==> config.mk <==
export PLATFORM = sky130hd
export DESIGN_NAME = vga_timing_generator
export DESIGN_NICKNAME = d
export VERILOG_FILES = /design/src/rtl/vga_timing_generator.sv
export SDC_FILE = /design/constraint.sdc
export NUM_CORES = 1
export LEC_CHECK = 0
export ABC_AREA = 1
export BUFFER_PORTS_ARGS = -buffer_cell sky130_fd_sc_hd__buf_4
export CORE_ASPECT_RATIO = 0.6
export CORE_MARGIN = 3
export CORE_UTILIZATION = 35
export DETAILED_ROUTE_END_ITERATION = 12
export GPL_ROUTABILITY_DRIVEN = 0
export SETUP_SLACK_MARGIN = 0.5
export SLEW_MARGIN = 10
export SYNTH_ARGS = -nofsm -noshare
export SYNTH_HDL_FRONTEND = slang
export SYNTH_SLANG_ARGS = --single-unit
==> constraint.sdc <==
create_clock -name clk25 -period 1.5 [get_ports clk25]
set_input_delay 0.15 -clock clk25 [delete_from_list [all_inputs] [get_ports clk25]]
set_output_delay 0.15 -clock clk25 [all_outputs]
set_load 0.005 [all_outputs]
==> src/rtl/vga_timing_generator.sv <==
// 640x480@60 VGA raster timing: sync, active flag, pixel coordinates and a per-frame strobe.
// Optional frame counter enabled by defining VGA_FRAME_COUNT_EN; otherwise frameCount is tied to 0.
module vga_timing_generator #(
    parameter int WIDTH         = 640,
    parameter int HEIGHT        = 480,
    parameter int H_FRONT_PORCH = 16,
    parameter int H_SYNC_WIDTH  = 96,
    parameter int H_BACK_PORCH  = 48,
    parameter int V_FRONT_PORCH = 10,
    parameter int V_SYNC_WIDTH  = 2,
    parameter int V_BACK_PORCH  = 33
) (
    input  logic        clk25,
    input  logic        reset,
    output logic        screenEnd,
    output logic        active,
    output logic        hSync,
    output logic        vSync,
    output logic [9:0]  x,
    output logic [8:0]  y,
    output logic [15:0] frameCount
);

    localparam int H_TOTAL = WIDTH + H_FRONT_PORCH + H_SYNC_WIDTH + H_BACK_PORCH;
    localparam int V_TOTAL = HEIGHT + V_FRONT_PORCH + V_SYNC_WIDTH + V_BACK_PORCH;

    localparam logic [9:0] H_LAST       = 10'(H_TOTAL - 1);
    localparam logic [9:0] V_LAST       = 10'(V_TOTAL - 1);
    localparam logic [9:0] H_ACTIVE     = 10'(WIDTH);
    localparam logic [9:0] V_ACTIVE     = 10'(HEIGHT);
    localparam logic [9:0] H_SYNC_START = 10'(WIDTH + H_FRONT_PORCH);
    localparam logic [9:0] H_SYNC_END   = 10'(WIDTH + H_FRONT_PORCH + H_SYNC_WIDTH);
    localparam logic [9:0] V_SYNC_START = 10'(HEIGHT + V_FRONT_PORCH);
    localparam logic [9:0] V_SYNC_END   = 10'(HEIGHT + V_FRONT_PORCH + V_SYNC_WIDTH);

    logic [9:0] hCount;
    logic [9:0] vCount;
    logic       started;

    // The first edge after reset release only arms the counters, so (0,0) is shown for a full cycle.
    always_ff @(posedge clk25 or negedge reset) begin
        if (!reset) begin
            hCount  <= '0;
            vCount  <= '0;
            started <= 1'b0;
        end else begin
            started <= 1'b1;
            if (started) begin
                if (hCount == H_LAST) begin
                    hCount <= '0;
                    vCount <= (vCount == V_LAST) ? '0 : vCount + 10'd1;
                end else begin
                    hCount <= hCount + 10'd1;
                end
            end
        end
    end

    // Outputs are gated by reset directly so they are forced the moment reset goes low.
    always_comb begin
        active    = reset && (hCount < H_ACTIVE) && (vCount < V_ACTIVE);
        hSync     = !(reset && (hCount >= H_SYNC_START) && (hCount < H_SYNC_END));
        vSync     = !(reset && (vCount >= V_SYNC_START) && (vCount < V_SYNC_END));
        screenEnd = reset && (hCount == 10'd0) && (vCount == V_ACTIVE);
        x         = reset ? hCount : '0;
        y         = reset ? vCount[8:0] : '0;
    end

`ifdef VGA_FRAME_COUNT_EN
    always_ff @(posedge clk25 or negedge reset) begin
        if (!reset) begin
            frameCount <= '0;
        end else if (screenEnd) begin
            frameCount <= frameCount + 16'd1;
        end
    end
`else
    assign frameCount = '0;
`endif

endmodule

==> qor.csv <==
metric,value,unit
cp_cell_sequence,"inv_2, nand2_1, nor3_1, nand3_1, nor2_1, buf_4",
grt_pass1_vias,1451,
final_common_cell,buf_6,
cellPowerDensity,733.1,nW/um^2
grt_overflow,0,
drv_slew,0,
worst_slack,-0.08911,ns
tns,-0.1081,ns
coreArea,4257,sq um
crit_required,1.35,ns
grt_usage,0.1717,
violations,setup timing,
slowest_stage,dfrtp_1,
yosysWarnings,0,
diodes,0,
skew,0.004854,ns
cts-root-buf,clkbuf_8,
fin_nets,309,
ctsHtreeMaxLevel,1,
vias,1760,
grt_pass1_wl,7.258,mm
initial_core_util,0.3762,
wl,5.679,mm
numCtsBuffers,3,
timing.fmax,629.3,MHz
min_path_type,in -> async,
ir_drop,0.0004668,V
path_max_fanout,3,
timing.hold.ws,0.3578,ns
die_w,93.33,um
crit_arrival,1.44,ns
avgSynthCellArea,7.150,sq um
hold_viol,0,
slowest_delay,0.44,ns
cts.clk_slew.worst_paths,0.08,ns
io_buffers,24,
num_rows,18,
crit_buf_inv,2,
worstMarginPinSlew,0.6173,ns
synth-seq-area-share,0.3281,
cts_tree,built,
ff2ff_path_depth,7,
status,"complete, but fails checks",
crit_path_end_kind,primary output,
clockBufferDepth,2,
post-route-min-period,1.589,ns
max_slew_margin,0.5885,
final_cell_mix,"44 x buf_6, 32 x buf_4, 24 x inv_2, 21 x nand2_1",
die_h,58.40,um
cpLargestDelayFamily,simple AND/OR/NAND/NOR gates,
first_iter_violations,131,
antenna_found_initial,0,
area_delta_synth_final,73.59,%
dr.pass1.iters,4,
synthCells,224,
synth_cell_types,27,
drive_gt1_frac,0.6192,
r2r_setup_slack,0,ns
dieArea,5450,sq um
path_class,reg -> out,
rsz0062_at_grt,yes,
cts.sinks,21,
seqCellArea,536.8,sq um
detail-route-antenna-nets,0,
io_pins,41,
path_depth,6,
wl_per_cell,15.69,um
start_kind,flip-flop,
p_leak,1.473,nW
ys_ff_latch,21,
synth.cell_area,1602,sq um
multi_input_area,1141,sq um
hpwl,2.999,mm
grt_max_degree,14,
drt-vias-per-instance,4.862,
num-fill-cells,329,
min_period_over_period,1.059,
maxCapViolations,0,
setup_viol,2,
drcViolationCount,0,
clk_latency,0.27,ns
power by group:
part	internal [mW]	total [mW]	switching (mW)
combinational	0.425	0.865	0.440
clock	0.190	0.398	0.208
sequential	0.647	0.775	0.128
kinds of logic (layout without fill, tap and decap cells):
| kind of cell | count (synthesis) | in the layout | share of synthesized area |
|---|---|---|---|
| DFF | 21 | 21 | 0.3281 |
| and+or+nand+nor | 106 | 106 | 0.3367 |
| other | 2 | 17 | 0.004689 |
| xor gates and xnor gates | 8 | 8 | 0.04375 |
| AOI/OAI and AO/OA | 16 | 16 | 0.05625 |
| buffers and inverters | 67 | 130 | 0.1992 |
| adders and majority gates | 4 | 4 | 0.03125 |
worst min-delay path, stage by stage:
cell and delay [ns]:
buf_4 0.18, buf_12 0.18, dlymetal6s4s_1 0.59
cell usage after synthesis:
cell type   n  area [sq um]
inv_1      45         168.9
nand2_1    45         168.9
dfrtp_1    21         525.5
nand3_1    19         95.09
buf_4      17         127.6
nor2_1     14         52.55
nor3_1      8         40.04
o21ai_0     8         40.04
xor2_1      8         70.07
nand2_2     5         31.28
ha_1        4         50.05
nand4_1     4         25.02
o21ai_1     4         20.02
buf_2       3         15.01
a21oi_1     2         10.01
clkbuf_1    2         7.510
conb_1      2         7.510
nand3_4     2         35.03
nor2_2      2         12.51
nor2_4      2         22.52
nand2_4     1         11.26
nor2_8      1         20.02
nor3_2      1         10.01
nor4b_1     1         8.760
o2111ai_1   1         8.760
o21bai_2    1         11.26
or2_2       1         6.260
per-layer routing:
layer / track usage / share of wire
met1: 0.2615 / 0.42
met2: 0.2622 / 0.47
met3: 0.03448 / 0.086
met4: 0.01253 / 0.021
met5: 0 / 0
worst paths after layout:
| check | startpoint | endpoint |
|---|---|---|
| max in group asynchronous | reset | hCount[4] |
| worst max register to register | hCount[1] | hCount[5] |
| worst min-delay path | reset | vCount[1] |
| min in group clk25 | vCount[1] | vCount[1] |
| worst max-delay path | hCount[9] | screenEnd |
| worst min register to register | vCount[1] | vCount[1] |
timing repair:
action | 4_1_cts | 5_1_grt
resized for setup | 86 | 68
hold buffers | 3 | 0
setup buffers | 18 | 23
pin swaps | 24 | 26
setup endpoints to repair | 42 | 55
hold endpoints to repair | 21 | 0
flip-flops by register name (all words and copies together), names as in the netlist:
signal and flops:
hCount 10, started 1, vCount 10
layout make-up:
cell class	instances	share of cell area
multi-input cells	151	0.4104
well taps	60	0.02700
inverters	45	0.06256
repair buffers	81	0.2907
flip-flops and latches	21	0.1931
clock buffers	4	0.01620
per-stage QoR:
stage          power, mW    util  instance area [sq um]  setup WS (ns)  instances
2_1_floorplan      1.028       -                   1685         0.2055        239
3_3_place_gp       1.165  0.4450                   1894         0.1133        314
3_5_place_dp       1.169  0.4450                   1894        0.08889        314
4_1_cts            1.809  0.5559                   2366       -0.01309        339
5_1_grt            2.125  0.6531                   2780        -0.1389        362
6_report           2.038  0.6531                   2780       -0.08911        362
Power figures use the tool's default switching activity.
